File: config.mk
export PLATFORM = sky130hd
export DESIGN_NAME = block_xfer_seq
export DESIGN_NICKNAME = d
export VERILOG_FILES = /design/src/rtl/block_xfer_seq_pkg.sv /design/src/rtl/block_xfer_seq_lowest_set_bit.sv /design/src/rtl/block_xfer_seq.sv
export SDC_FILE = /design/constraint.sdc
export NUM_CORES = 1
export LEC_CHECK = 0
export ABC_AREA = 1
export BUFFER_PORTS_ARGS = -buffer_cell sky130_fd_sc_hd__clkbuf_2
export CORE_UTILIZATION = 52
export CTS_CLUSTER_DIAMETER = 120
export CTS_CLUSTER_SIZE = 20
export DETAILED_ROUTE_END_ITERATION = 8
export PLACE_DENSITY = 0.76
export SLEW_MARGIN = 15
export SYNTH_ARGS = -nofsm -noshare
export SYNTH_HDL_FRONTEND = slang
export SYNTH_SLANG_ARGS = --single-unit
File: constraint.sdc
create_clock -name clk -period 11.43 [get_ports clk]
set_input_delay 1.143 -clock clk [delete_from_list [all_inputs] [get_ports clk]]
set_output_delay 1.143 -clock clk [all_outputs]
set_load 0.005 [all_outputs]
File: src/rtl/block_xfer_seq_pkg.sv
// Shared decode constants for the LDM/STM block transfer sequencer.
// Holds sequencer states, addressing modes and address helpers.
package block_xfer_seq_pkg;

  localparam logic [2:0] ST_IDLE = 3'd0;
  localparam logic [2:0] ST_REQ  = 3'd1;
  localparam logic [2:0] ST_GAP  = 3'd2;
  localparam logic [2:0] ST_WB   = 3'd3;
  localparam logic [2:0] ST_DONE = 3'd4;

  // Addressing mode, indexed by {P, U}
  localparam logic [1:0] AM_DA = 2'b00;
  localparam logic [1:0] AM_IA = 2'b01;
  localparam logic [1:0] AM_DB = 2'b10;
  localparam logic [1:0] AM_IB = 2'b11;

  typedef struct packed {
    logic        ld;
    logic        wb_en;
    logic [3:0]  base;
    logic [31:0] wb_val;
  } op_t;

  function automatic logic [4:0] popcount16(
    input logic [15:0] m
  );
    logic [4:0] c;
    c = 5'd0;
    for (int i = 0; i < 16; i++)
      c = c + {4'd0, m[i]};
    return c;
  endfunction

  function automatic logic [31:0] span4(
    input logic [4:0] n
  );
    return {25'd0, n, 2'b00};
  endfunction

  function automatic logic [31:0] first_addr(
    input logic [1:0]  mode,
    input logic [31:0] base,
    input logic [4:0]  n
  );
    logic [31:0] a;
    case (mode)
      AM_IA:   a = base;
      AM_IB:   a = base + 32'd4;
      AM_DA:   a = base - span4(n) + 32'd4;
      default: a = base - span4(n);
    endcase
    return a;
  endfunction

endpackage

File: src/rtl/block_xfer_seq_lowest_set_bit.sv
// Priority encoder: index of the lowest set bit in a 16-bit mask.
// valid is low when the mask is empty (idx is then 0).
module lowest_set_bit
  import block_xfer_seq_pkg::*;
(
  input  logic [15:0] mask,
  output logic [3:0]  idx,
  output logic        valid
);

  // scan from the top so the lowest set bit wins
  always_comb begin
    idx   = 4'd0;
    valid = |mask;
    for (int i = 15; i >= 0; i--)
      if (mask[i]) idx = 4'(i);
  end

endmodule

File: src/rtl/block_xfer_seq.sv
// LDM/STM block transfer sequencer: walks a register list over a
// word memory port, then optionally writes the base register back.
module block_xfer_seq
  import block_xfer_seq_pkg::*;
#(
  parameter int unsigned ACK_TIMEOUT = 0
) (
  input  logic        clk,
  input  logic        rst,
  input  logic        start,
  input  logic        is_load,
  input  logic        up,
  input  logic        pre,
  input  logic        writeback,
  input  logic [3:0]  base_reg,
  input  logic [31:0] base_val,
  input  logic [15:0] reg_list,
  output logic        mem_req,
  output logic        mem_we,
  output logic [31:0] mem_addr,
  output logic [31:0] mem_wdata,
  input  logic        mem_ack,
  input  logic [31:0] mem_rdata,
  output logic [3:0]  rd_sel,
  output logic [31:0] wr_data,
  output logic        latch_reg,
  output logic [3:0]  rs_sel,
  input  logic [31:0] rs_data,
  output logic        busy,
  output logic        done,
  output logic        abort
);

  logic [2:0]  state;
  op_t         op;
  logic [15:0] mask;
  logic [31:0] addr;
  logic [31:0] rdata_q;
  logic [31:0] wait_cnt;
  logic [3:0]  cur_idx;
  logic        cur_valid;
  logic [15:0] rest;
  logic [4:0]  n_new;
  logic        timeout;

  lowest_set_bit u_lsb (
    .mask  (mask),
    .idx   (cur_idx),
    .valid (cur_valid)
  );

  assign rest    = mask & ~(16'h0001 << cur_idx);
  assign n_new   = popcount16(reg_list);
  assign timeout = (ACK_TIMEOUT != 32'd0) &&
                   (wait_cnt == ACK_TIMEOUT - 32'd1);

  // sequencer state, latched operation and pulse outputs
  always_ff @(posedge clk) begin
    if (rst) begin
      state    <= ST_IDLE;
      op       <= '0;
      mask     <= '0;
      addr     <= '0;
      rdata_q  <= '0;
      wait_cnt <= '0;
      done     <= 1'b0;
      abort    <= 1'b0;
    end else begin
      done  <= (state == ST_DONE);
      abort <= 1'b0;
      unique case (state)
        ST_IDLE: begin
          if (start) begin
            op.ld     <= is_load;
            op.wb_en  <= writeback &
                         ~(is_load & reg_list[base_reg]);
            op.base   <= base_reg;
            op.wb_val <= up ? base_val + span4(n_new)
                            : base_val - span4(n_new);
            mask      <= reg_list;
            addr      <= first_addr({pre, up}, base_val, n_new);
            wait_cnt  <= '0;
            state     <= (n_new == 5'd0) ? ST_DONE : ST_REQ;
          end
        end
        ST_REQ: begin
          if (mem_ack) begin
            rdata_q <= mem_rdata;
            state   <= ST_GAP;
          end else if (timeout) begin
            abort <= 1'b1;
            state <= ST_IDLE;
          end else begin
            wait_cnt <= wait_cnt + 32'd1;
          end
        end
        ST_GAP: begin
          mask     <= rest;
          wait_cnt <= '0;
          if (rest != 16'd0) begin
            addr  <= addr + 32'd4;
            state <= ST_REQ;
          end else if (op.wb_en) begin
            state <= ST_WB;
          end else begin
            state <= ST_DONE;
          end
        end
        ST_WB:   state <= ST_DONE;
        ST_DONE: state <= ST_IDLE;
        default: state <= ST_IDLE;
      endcase
    end
  end

  // memory and register-bank port decode from the current state
  always_comb begin
    mem_req   = (state == ST_REQ) && cur_valid;
    mem_we    = mem_req && !op.ld;
    mem_addr  = addr;
    mem_wdata = mem_we ? rs_data : 32'd0;
    rs_sel    = cur_idx;
    latch_reg = 1'b0;
    rd_sel    = 4'd0;
    wr_data   = 32'd0;
    if (state == ST_WB) begin
      latch_reg = 1'b1;
      rd_sel    = op.base;
      wr_data   = op.wb_val;
    end else if (state == ST_GAP && op.ld) begin
      latch_reg = 1'b1;
      rd_sel    = cur_idx;
      wr_data   = rdata_q;
    end
    busy = (state != ST_IDLE) || done;
  end

endmodule

==> run summary <==
Post-synthesis register bit count: 122
Drt wl/cell: 18.18 um
Vias/cell: 5.637
Register area share after synthesis: 21.59%
H-tree depth: 4
DRC: 0
# rows: 53
Worst-margin pin slew: 1.022 ns
Port bufs: 232
Outcome: completed
Critical Path Slowest Stage Cell: fa_1
NetSw: 0.001256 W
Final ANT Viol Nets: 0
Final Cell Area: 0.01307 mm2
Int Pwr: 0.001315 W
Synth Cell Area: 0.01131 mm2
Critical Path Fanout Max: 4
Num CTS Buffers: 17
Final worst path period need: 7.044 ns
Die area: 0.02235 mm2
Fin crit share: 61.63%
Antenna Diode Count: 0
Maximum vdd drop: 0.1126 mV
Register-to-Register Path Depth: 10
Switching share of total power: 48.84%
Slew Limit Headroom: 31.01%
Req. time, crit path: 11.75 ns
Number of global-route vias before repair: 12.24k
Clk pwr share: 20.7%
Tot GR Track Use: 38.97%
CP peak stage delay: 0.55 ns
Clock slew at reported path FFs: 0.06 ns
Leak: 6.503 nW
Comb power frac: 54.3%
Fin nets: 2,238
Crit start category: input port
Post-CTS setup buffer count: 0
Post-cts sizing count: 0
Clock Skew: 0.009973 ns
Vias: 13.35k
Filler cell count: 2,116
Synthesized Nets: 2,071
Multi-input gate area: 0.007426 mm2
Core area: 0.02115 mm2
Synth cell types: 66
Hold Path Class: flip-flop to flip-flop
Iter 0 DRT Violations: 1,109
Delay-heaviest family, CP: adder cells
CTS Hold Bufs: 0
RSZ-0062 raised after global routing: no
DP HPWL: 32.84 mm
Pin count of the biggest net entering global routing: 72
Most frequent CP cell: inv_1
Worst path depth: 37
Register area: 0.002442 mm2
Ratio of total power to cell area: 196.7 mW/mm2
Initial Util: 53.49%
Placed Area: 0.01250 mm2
Setup TNS: 0 ns
Layout area overhead: 15.51%
Fin. max-slew vios: 0
Synth warnings: 0
CP Capture Type: flip-flop
CTS tree: done
Ports: 234
Worst setup margin: 4.386 ns
WP data arrival: 7.36 ns
Final Hold Fails: 0
Register share of total power: 25.0%
Fmax: 0.1420 GHz
Commonest cells after routing, fill and taps aside: nand2_1 (423), nor2_1 (274), inv_1 (247), clkbuf_2 (232), nand3_1 (169)
Most common cell after layout, fill and taps aside: nand2_1
EDFF count, synth: 0
Max capacitance violation total: 0
First-pass DRT Iterations: 5
Gpl congestion: 0.9909
# clock sinks: 122
Final Power: 0.002571 W
Top FF cell, synth: dfxtp_1
Kind of critical path: input port to flip-flop
Worst-Skew Late Latency: 0.42 ns
WP buf/inv: 10
Hold path depth: 2
Pre-CTS setup slack: 4.051 ns
Die H: 149.5 um
Share of cells above drive strength 1: 19.48%
Mean post-synth cell area: 5.911 um2
First-pass GRT wire length: 66.34 mm
HP Start: op[33]
CTS Buffer Depth: 2
Origin of the worst setup path: reg_list[5]
# setup viols final: 0
GRT overflow: 0
Asr flop ratio synth: 0%
Initial antenna violation count: 0
Die W: 149.5 um
Reg2reg start: state[1]
Syn Inst Count: 1,914
Clk root buf: clkbuf_16
Post-Route WL: 43.07 mm
-- power groups by stage --
| stage | Clock (W) | Combinational, W | Sequential [W] |
|---|---|---|---|
| floorplan | 0 | 0.000958 | 0.000624 |
| global placement | 0 | 0.00136 | 0.000644 |
| detailed placement | 0 | 0.00137 | 0.000647 |
| CTS | 0.000537 | 0.00138 | 0.000639 |
| global route | 0.000555 | 0.00156 | 0.000656 |
| finish | 0.000532 | 0.00140 | 0.000644 |
-- worst min-delay path, cell delays in order, from the launching register on --
cell and delay [ns]:
dfxtp_1 0.30, inv_1 0.06, a21oi_1 0.06
-- flip-flops by register name (all words and copies together), names as in the netlist --
name,flops
done,1
mask,16
mem_addr,32
state,3
op,38
rdata_q,32
-- cells in the mapped netlist, drive strengths merged (12+ instances only) --
master,number,share of area [%]
a31oi,12,0.66
o211ai,32,2.1
dfxtp,122,22
clkbuf,67,2.3
xor2,32,2.7
buf,29,1.5
inv,272,9.0
fa,12,2.1
a21oi,97,4.8
ha,21,2.3
nand3,175,8.0
nand2,448,16
nor3,26,1.4
nor4,12,0.80
nor2,308,11
o21ai,137,6.7
nand4,36,2.0
-- stage by stage --
stage / hold WS, ns / cells / util, %
finish: 0.4590 / 2369 / 61.79
global route: 0.4836 / 2369 / 61.79
CTS: 0.4583 / 2369 / 61.79
detailed placement: 0.4501 / 2337 / 59.08
global placement: 0.4420 / 2337 / 59.08
floorplan: 0.4298 / 1914 / -
-- routing by layer --
metal	track usage [%]	up-vias	part of all wire (%)	wire length (um)
met4	30.51	0	8.1	3472
li1	-	6531	-	-
met5	0	-	0	0
met2	64.00	574	46	19760
met3	5.793	141	6.6	2831
met1	45.43	6107	39	17010
-- layout make-up --
| cell class | instances | area share, % |
|---|---|---|
| clock buffer | 21 | 3.446 |
| clock inverter | 11 | 0.9286 |
| inverter | 275 | 7.917 |
| multi-input combinational | 1421 | 56.82 |
| sequential | 122 | 18.69 |
| tap | 275 | 2.633 |
| timing repair buffer | 244 | 9.573 |
-- final timing paths --
check,endpoint,slack (ns)
worst max register to register,mem_addr[28],8.30
worst max-delay path,mem_addr[22],4.39
worst min-delay path,op[33],0.46
worst min register to register,op[33],0.46
-- logic make-up (layout without fill, tap and decap cells) --
logic type | after synthesis | count (layout) | share of synthesized area, %
multiplexers | 1 | 1 | 0.08847
other | 1 | 1 | 0.03314
XOR/XNOR | 34 | 34 | 2.831
adder cells (fa/ha/maj) | 33 | 33 | 4.445
AO/OA/AOI/OAI | 327 | 327 | 17.63
AND/OR/NAND/NOR | 1025 | 1025 | 40.50
flip-flops | 122 | 122 | 21.59
buffers and inverters | 371 | 551 | 12.89
No activity file was read; power rests on OpenSTA's default activity.
